## src/rtl/riscv_pkg.sv

```systemverilog
// Shared RV32I definitions: opcodes, immediate formats, fetch states and
// the decoded-instruction payload handed from fetch/decode to execute.
package riscv_pkg;

    localparam int unsigned XLEN_W   = 32;
    localparam int unsigned OPCODE_W = 7;
    localparam int unsigned REG_W    = 5;

    localparam logic [6:0] OP_LUI    = 7'b0110111;
    localparam logic [6:0] OP_AUIPC  = 7'b0010111;
    localparam logic [6:0] OP_JAL    = 7'b1101111;
    localparam logic [6:0] OP_JALR   = 7'b1100111;
    localparam logic [6:0] OP_BRANCH = 7'b1100011;
    localparam logic [6:0] OP_LOAD   = 7'b0000011;
    localparam logic [6:0] OP_STORE  = 7'b0100011;
    localparam logic [6:0] OP_IMM    = 7'b0010011;
    localparam logic [6:0] OP_REG    = 7'b0110011;
    localparam logic [6:0] OP_FENCE  = 7'b0001111;
    localparam logic [6:0] OP_SYSTEM = 7'b1110011;

    typedef enum logic [2:0] {
        FMT_R = 3'd0,
        FMT_I = 3'd1,
        FMT_S = 3'd2,
        FMT_B = 3'd3,
        FMT_U = 3'd4,
        FMT_J = 3'd5
    } imm_fmt_e;

    typedef enum logic [1:0] {
        FS_IDLE = 2'd0,
        FS_REQ  = 2'd1,
        FS_WAIT = 2'd2,
        FS_HOLD = 2'd3
    } fetch_state_e;

    // Decoded instruction as presented to execute
    typedef struct packed {
        logic [OPCODE_W-1:0] opcode;
        logic [6:0]          funct7;
        logic [2:0]          funct3;
        logic [REG_W-1:0]    rs1;
        logic [REG_W-1:0]    rs2;
        logic [REG_W-1:0]    rd;
        logic [XLEN_W-1:0]   imm;
        logic                illegal;
    } dec_instr_t;

endpackage

```

## src/rtl/riscv_imm_gen.sv

```systemverilog
// Combinational immediate generator.
// Ports: i_instr (32b word) -> o_fmt_c (format), o_imm_c (sign-extended
// immediate), o_illegal_c (opcode outside the RV32I base set).
module riscv_imm_gen
    import riscv_pkg::*;
(
    input  logic [31:0] i_instr,
    output imm_fmt_e    o_fmt_c,
    output logic [31:0] o_imm_c,
    output logic        o_illegal_c
);

    // Opcode -> immediate format classification
    always_comb begin
        o_fmt_c     = FMT_R;
        o_illegal_c = 1'b0;
        case (i_instr[6:0])
            OP_LUI, OP_AUIPC:                     o_fmt_c = FMT_U;
            OP_JAL:                               o_fmt_c = FMT_J;
            OP_JALR, OP_LOAD, OP_IMM,
            OP_SYSTEM, OP_FENCE:                  o_fmt_c = FMT_I;
            OP_BRANCH:                            o_fmt_c = FMT_B;
            OP_STORE:                             o_fmt_c = FMT_S;
            OP_REG:                               o_fmt_c = FMT_R;
            default:                              o_illegal_c = 1'b1;
        endcase
    end

    // Immediate assembly per format; R-type and unknown opcodes yield zero
    always_comb begin
        o_imm_c = '0;
        case (o_fmt_c)
            FMT_I: o_imm_c = {{20{i_instr[31]}}, i_instr[31:20]};
            FMT_S: o_imm_c = {{20{i_instr[31]}}, i_instr[31:25], i_instr[11:7]};
            FMT_B: o_imm_c = {{19{i_instr[31]}}, i_instr[31], i_instr[7],
                              i_instr[30:25], i_instr[11:8], 1'b0};
            FMT_U: o_imm_c = {i_instr[31:12], 12'b0};
            FMT_J: o_imm_c = {{11{i_instr[31]}}, i_instr[31], i_instr[19:12],
                              i_instr[20], i_instr[30:21], 1'b0};
            default: o_imm_c = '0;
        endcase
    end

endmodule

```

## src/rtl/riscv_fetch_decode.sv

```systemverilog
// RV32I fetch/decode front end: owns the PC, issues one fetch at a time on a
// req/gnt/rvalid port, decodes the returned word and presents it to execute
// on a valid/ready handshake. A redirect from execute retargets the PC and
// discards whatever is in flight or held.
// Ports: i_clk/i_rst_n; o_imem_req/o_imem_addr/i_imem_gnt/i_imem_rvalid/
// i_imem_rdata (instruction memory); i_redirect/i_redirect_pc (branch
// target); o_valid/i_ready plus o_opcode, o_funct7, o_funct3, o_rs1, o_rs2,
// o_rd, o_imm_num, o_pc, o_illegal (decoded instruction).
module riscv_fetch_decode
    import riscv_pkg::*;
#(
    parameter logic [31:0] RESET_PC = 32'h0000_0000,
    parameter int unsigned XLEN     = 32
) (
    input  logic            i_clk,
    input  logic            i_rst_n,
    output logic            o_imem_req,
    output logic [XLEN-1:0] o_imem_addr,
    input  logic            i_imem_gnt,
    input  logic            i_imem_rvalid,
    input  logic [XLEN-1:0] i_imem_rdata,
    input  logic            i_redirect,
    input  logic [XLEN-1:0] i_redirect_pc,
    output logic            o_valid,
    input  logic            i_ready,
    output logic [6:0]      o_opcode,
    output logic [6:0]      o_funct7,
    output logic [2:0]      o_funct3,
    output logic [4:0]      o_rs1,
    output logic [4:0]      o_rs2,
    output logic [4:0]      o_rd,
    output logic [XLEN-1:0] o_imm_num,
    output logic [XLEN-1:0] o_pc,
    output logic            o_illegal
);

    localparam logic [1:0] ST_IDLE = 2'(FS_IDLE);
    localparam logic [1:0] ST_REQ  = 2'(FS_REQ);
    localparam logic [1:0] ST_WAIT = 2'(FS_WAIT);
    localparam logic [1:0] ST_HOLD = 2'(FS_HOLD);

    localparam logic [31:0] RESET_PC_AL = {RESET_PC[31:2], 2'b00};

    logic [1:0]  r_state, w_state_nxt;
    logic [31:0] r_pc, w_pc_nxt;          // next PC to fetch
    logic [31:0] r_addr, w_addr_nxt;      // address on the memory port
    logic        r_req, w_req_nxt;
    logic        r_drop, w_drop_nxt;      // next response belongs to a squashed fetch
    logic        r_valid, w_valid_nxt;
    logic [31:0] r_inst_pc, w_inst_pc_nxt;
    dec_instr_t  r_dec, w_dec_nxt, w_dec;
    logic        w_capture;

    imm_fmt_e    w_fmt;
    logic [31:0] w_imm;
    logic        w_illegal;
    logic [31:0] w_redirect_pc;
    logic        w_unused_bits;

    assign w_redirect_pc = {i_redirect_pc[31:2], 2'b00};
    assign w_unused_bits = ^i_redirect_pc[1:0];

    riscv_imm_gen u_imm_gen (
        .i_instr     (i_imem_rdata),
        .o_fmt_c     (w_fmt),
        .o_imm_c     (w_imm),
        .o_illegal_c (w_illegal)
    );

    // Decode of the word currently on the read-data bus
    always_comb begin
        w_dec         = '0;
        w_dec.opcode  = i_imem_rdata[6:0];
        w_dec.funct7  = i_imem_rdata[31:25];
        w_dec.funct3  = i_imem_rdata[14:12];
        w_dec.rs1     = i_imem_rdata[19:15];
        w_dec.rs2     = i_imem_rdata[24:20];
        w_dec.rd      = i_imem_rdata[11:7];
        w_dec.imm     = (w_fmt == FMT_R) ? '0 : w_imm;
        w_dec.illegal = w_illegal;
    end

    // Next-state and registered-output logic; redirect overrides everything
    always_comb begin
        w_state_nxt = r_state;
        w_pc_nxt    = r_pc;
        w_addr_nxt  = r_addr;
        w_req_nxt   = r_req;
        w_drop_nxt  = r_drop;
        w_valid_nxt = r_valid;
        w_capture   = 1'b0;

        case (r_state)
            ST_IDLE: begin
                w_state_nxt = ST_REQ;
                w_req_nxt   = 1'b1;
                w_addr_nxt  = r_pc;
            end
            ST_REQ: begin
                if (i_imem_gnt) begin
                    w_state_nxt = ST_WAIT;
                    w_req_nxt   = 1'b0;
                end
            end
            ST_WAIT: begin
                if (i_imem_rvalid) begin
                    if (r_drop) begin
                        w_drop_nxt  = 1'b0;
                        w_state_nxt = ST_REQ;
                        w_req_nxt   = 1'b1;
                        w_addr_nxt  = r_pc;
                    end else begin
                        w_capture   = 1'b1;
                        w_valid_nxt = 1'b1;
                        w_pc_nxt    = r_addr + 32'd4;
                        w_state_nxt = ST_HOLD;
                    end
                end
            end
            ST_HOLD: begin
                if (i_ready) begin
                    w_valid_nxt = 1'b0;
                    w_state_nxt = ST_REQ;
                    w_req_nxt   = 1'b1;
                    w_addr_nxt  = r_pc;
                end
            end
            default: begin
                w_state_nxt = ST_IDLE;
                w_req_nxt   = 1'b0;
            end
        endcase

        if (i_redirect) begin
            w_pc_nxt    = w_redirect_pc;
            w_valid_nxt = 1'b0;
            w_capture   = 1'b0;
            case (r_state)
                ST_REQ: begin
                    // Address must stay put until granted; squash its response instead
                    w_drop_nxt = 1'b1;
                end
                ST_WAIT: begin
                    if (i_imem_rvalid) begin
                        w_drop_nxt  = 1'b0;
                        w_state_nxt = ST_REQ;
                        w_req_nxt   = 1'b1;
                        w_addr_nxt  = w_redirect_pc;
                    end else begin
                        w_drop_nxt  = 1'b1;
                    end
                end
                default: begin
                    w_state_nxt = ST_REQ;
                    w_req_nxt   = 1'b1;
                    w_addr_nxt  = w_redirect_pc;
                end
            endcase
        end

        w_dec_nxt     = w_capture ? w_dec : r_dec;
        w_inst_pc_nxt = w_capture ? r_addr : r_inst_pc;
    end

    // State and output registers
    always_ff @(posedge i_clk or negedge i_rst_n) begin
        if (!i_rst_n) begin
            r_state   <= ST_IDLE;
            r_pc      <= RESET_PC_AL;
            r_addr    <= RESET_PC_AL;
            r_req     <= 1'b0;
            r_drop    <= 1'b0;
            r_valid   <= 1'b0;
            r_inst_pc <= '0;
            r_dec     <= '0;
        end else begin
            r_state   <= w_state_nxt;
            r_pc      <= w_pc_nxt;
            r_addr    <= w_addr_nxt;
            r_req     <= w_req_nxt;
            r_drop    <= w_drop_nxt;
            r_valid   <= w_valid_nxt;
            r_inst_pc <= w_inst_pc_nxt;
            r_dec     <= w_dec_nxt;
        end
    end

    assign o_imem_req  = r_req;
    assign o_imem_addr = r_addr;
    assign o_valid     = r_valid;
    assign o_opcode    = r_dec.opcode;
    assign o_funct7    = r_dec.funct7;
    assign o_funct3    = r_dec.funct3;
    assign o_rs1       = r_dec.rs1;
    assign o_rs2       = r_dec.rs2;
    assign o_rd        = r_dec.rd;
    assign o_imm_num   = r_dec.imm;
    assign o_pc        = r_inst_pc;
    assign o_illegal   = r_dec.illegal;

endmodule

```

## config.mk

```make
export PLATFORM = sky130hd
export DESIGN_NAME = riscv_fetch_decode
export DESIGN_NICKNAME = d
export VERILOG_FILES = /design/src/rtl/riscv_pkg.sv /design/src/rtl/riscv_imm_gen.sv /design/src/rtl/riscv_fetch_decode.sv
export SDC_FILE = /design/constraint.sdc
export NUM_CORES = 1
export LEC_CHECK = 0
export BUFFER_PORTS_ARGS = -buffer_cell sky130_fd_sc_hd__buf_2
export CORE_ASPECT_RATIO = 0.6
export CORE_MARGIN = 2
export CORE_UTILIZATION = 57
export CTS_CLUSTER_DIAMETER = 50
export DETAILED_ROUTE_END_ITERATION = 7
export GPL_TIMING_DRIVEN = 0
export PLACE_DENSITY_LB_ADDON = 0.08
export SYNTH_ARGS = -nofsm -noshare
export SYNTH_HDL_FRONTEND = slang
export SYNTH_SLANG_ARGS = --single-unit
```

## constraint.sdc

```tcl
create_clock -name i_clk -period 4.2 [get_ports i_clk]
set_input_delay 0.21 -clock i_clk [delete_from_list [all_inputs] [get_ports i_clk]]
set_output_delay 0.21 -clock i_clk [all_outputs]
set_load 0.01 [all_outputs]
```

==> qor.txt <==
Worst-margin pin slew -> 0.992 ns
Hold EP -> o_rd[0]
Detailed Route Iter0 Violations -> 770
CP max FO -> 10
Pre-CTS worst setup slack -> 1.70 ns
Die footprint -> 14,500 sq um
Count of different cell masters after synthesis -> 55
Core Area -> 13,000 sq um
Tmin final -> 2.59 ns
Clock Skews -> 0.0102 ns
Async SR Flop Fraction -> 100%
Maximum clock frequency -> 386 MHz
Area Growth Syn to Fin -> 25.4%
Vias in the first global route -> 6,821
DRT Pass-1 Iters -> 6
Grt ovf -> 0
Row Count -> 32
Syn Inst Count -> 825
Sequential Power Share -> 39.7%
I/O pin cnt -> 201
Syn Area/Cell -> 9.34 sq um
Crit Reg-Reg Endpoint -> o_imem_addr[17]
R2R Path Start -> r_state[1]
Status -> finished, final reports clean
VDD IR max -> 0.000343 V
Hold path depth -> 3
Routed Antenna Nets -> 0
Share of cells above drive strength 1 -> 24.8%
Multi-input logic area -> 3280 sq um
Crit Path Category -> flip-flop to flip-flop
TritonCTS clock tree -> done
Post-layout nets -> 1,126
Pwr Density -> 615 nW/um^2
Area contributors post-synth -> dfrtp_1, nand2_1, a22oi_1
Tcrit/Tclk final -> 61.7%
Routed WL -> 23,300 microns
Synth top cells by count -> nand2_1, dfrtp_1, nor2_1, a22oi_1, o22ai_1
Relative max-transition margin -> 33.9%
Storage element area -> 4150 sq um
Combinational Power Share -> 31.7%
Synthesized flop and latch total -> 166
Pin count of the biggest net entering global routing -> 119
Clock Root Buffer -> clkbuf_16
MaxCap Viol Count -> 0
WL/cell -> 18.9 microns
Net Sw Frac -> 37.8%
Synth area leader -> dfrtp_1
Clk_lat worst skew -> 0.42 ns
Sequential share of the synthesized area -> 53.9%
Via-per-instance ratio -> 5.96
RSZ-0062 raised after global routing -> no
Share of the synthesized area in the top cell type -> 53.9%
Mapped cell area -> 7710 sq um
Die H -> 94.1 microns
First-pass GRT wire length -> 36,800 microns
Filler cells -> 989
CP required -> 4.47 ns
CP Data Arrival Time -> 2.86 ns
Critical Path Source Type -> flip-flop
Antenna Cells -> 0
Initial antenna violation count -> 0
Pins Over Slew Limit -> 0
Clk pin slew, worst setup/hold paths -> 0.07 ns
# setup viols final -> 0
Internal -> 3.70 mW
Deepest clock path buffer count -> 2
Crit path launch -> r_state[1]
Resized Gates After CTS -> 0
Hold_sp -> i_imem_rdata[7]
Count leader, synth -> nand2_1
R2R Setup Slk -> 1.61 ns
Floorplan die width -> 154 microns
Final HPWL from detailed placement -> 16,500 microns
Mapped Nets -> 901
Post-route DRC -> 0
Clock sinks -> 166
Final Hold Fails -> 0
PortBufs -> 196
Worst min path class -> input pin to flip-flop
Routed vias -> 7,347
Ys Warns -> 0
Crit path setup slack, layout -> 1.61 ns
EDFF count, synth -> 0
CP Capture Type -> flip-flop
Starting Density -> 59.2%
CTS buffer count -> 17
Main flop type after synthesis -> dfrtp_1
Global Route Usage Sum -> 33.1%
Post-route setup TNS -> 0 ns
R2R cell count -> 6
Leakage -> 5.00 nW
Power share of the clock group -> 28.6%
P_sw -> 2.24 mW
Gpl congestion -> 0.937
Max H-tree Level -> 4
## layout make-up
cell class	count	area share, %
plain buffers	55	2.45
clock inverters	15	2.20
clock buffers	17	4.40
flip-flops and latches	166	43.0
inverters	10	0.388
repair buffers	206	11.5
well taps	170	2.20
multi-input cells	594	33.9
## cell usage in the layout (no fill, tap or decap), types with 3 or more instances in the layout
cell / n
nand2_1: 264
buf_2: 219
dfrtp_1: 166
nor2_1: 43
a22oi_1: 33
o22ai_1: 30
clkbuf_1: 25
o21ai_0: 23
a21oi_1: 21
xor2_1: 20
nand3_1: 17
clkbuf_16: 17
o211ai_1: 16
a221o_1: 11
inv_1: 10
nand4_1: 9
xnor2_1: 9
dlygate4sd3_1: 9
a31oi_1: 8
mux2i_1: 8
a22o_1: 8
nand2b_1: 7
and3_1: 7
inv_6: 7
buf_1: 6
ha_1: 6
nor2b_1: 4
nor3_1: 4
a221oi_1: 4
bufinv_16: 4
a211oi_1: 3
o21a_1: 3
nor4_1: 3
## how the worst max path moves through the flow
stage                                 end  slack [ns]  depth (start not counted)
after floorplan           o_imem_addr[10]        2.35                          9
after global placement          o_illegal        0.35                          1
after detailed placement  o_imem_addr[17]        1.70                          6
after CTS                 o_imem_addr[17]        1.68                          6
after global routing      o_imem_addr[27]        1.50                          6
final                     o_imem_addr[17]        1.61                          6
## per-stage QoR
step                      area [sq um]  util, %  hold slack (ns)  cells  power (mW)
final                             9670     74.3           0.0128   1233        5.94
after global placement            8900     68.4            0.416   1191        4.16
after detailed placement          8940     68.7            0.135   1192        4.20
after global routing              9670     74.3          0.00861   1233        6.24
after CTS                         9670     74.3          0.00434   1233        5.91
after floorplan                   7710        -          -0.0856    825        3.40
## cells by family (layout without fill, tap and decap cells)
group                    count (synthesis)  count (layout)  synth area share, %
AO/OA/AOI/OAI                          178             178                 16.1
XOR/XNOR                                29              29                 3.30
adder cells (fa/ha/maj)                  6               6                0.974
buffers and inverters                   65             303                 3.56
flip-flops                             166             166                 53.9
multiplexers                             8               8                 1.04
AND/OR/NAND/NOR                        373             373                 21.1
## per-layer routing
layer  wire [microns]  GRT usage, %
met1            10700          51.6
met2             9580          44.9
met3             2630          8.72
met4              384          9.42
met5                0             0
## registers in the layout (all words and copies together), names as in the netlist, 5 cells and up
name,cells
o_imem_addr,32
o_imm_num,32
o_pc,32
r_pc,32
o_funct7,7
o_opcode,7
o_rd,5
o_rs1,5
o_rs2,5
## power by group through the flow
stage / sequential (mW) / combinational [mW] / clock, mW
2_1_floorplan: 2.43 / 0.967 / 0
5_1_grt: 2.40 / 2.06 / 1.79
6_report: 2.36 / 1.88 / 1.70
4_1_cts: 2.34 / 1.86 / 1.72
3_3_place_gp: 2.35 / 1.80 / 0
3_5_place_dp: 2.36 / 1.84 / 0
## worst max-delay path: stages, from the launching register on
cell	delay [ns]
dfrtp_1	0.39
inv_1	0.10
ha_1	0.42
inv_1	0.08
a21oi_1	0.77
clkbuf_1	0.52
o22ai_1	0.16
## repair_timing
| action | CTS | global route |
|---|---|---|
| buffers inserted | 0 | 0 |
| setup endpoints to repair | 0 | 0 |
| hold buffers | 9 | 0 |
| hold endpoints to repair | 56 | 0 |
Note: power is estimated with default switching activity, not from simulation.
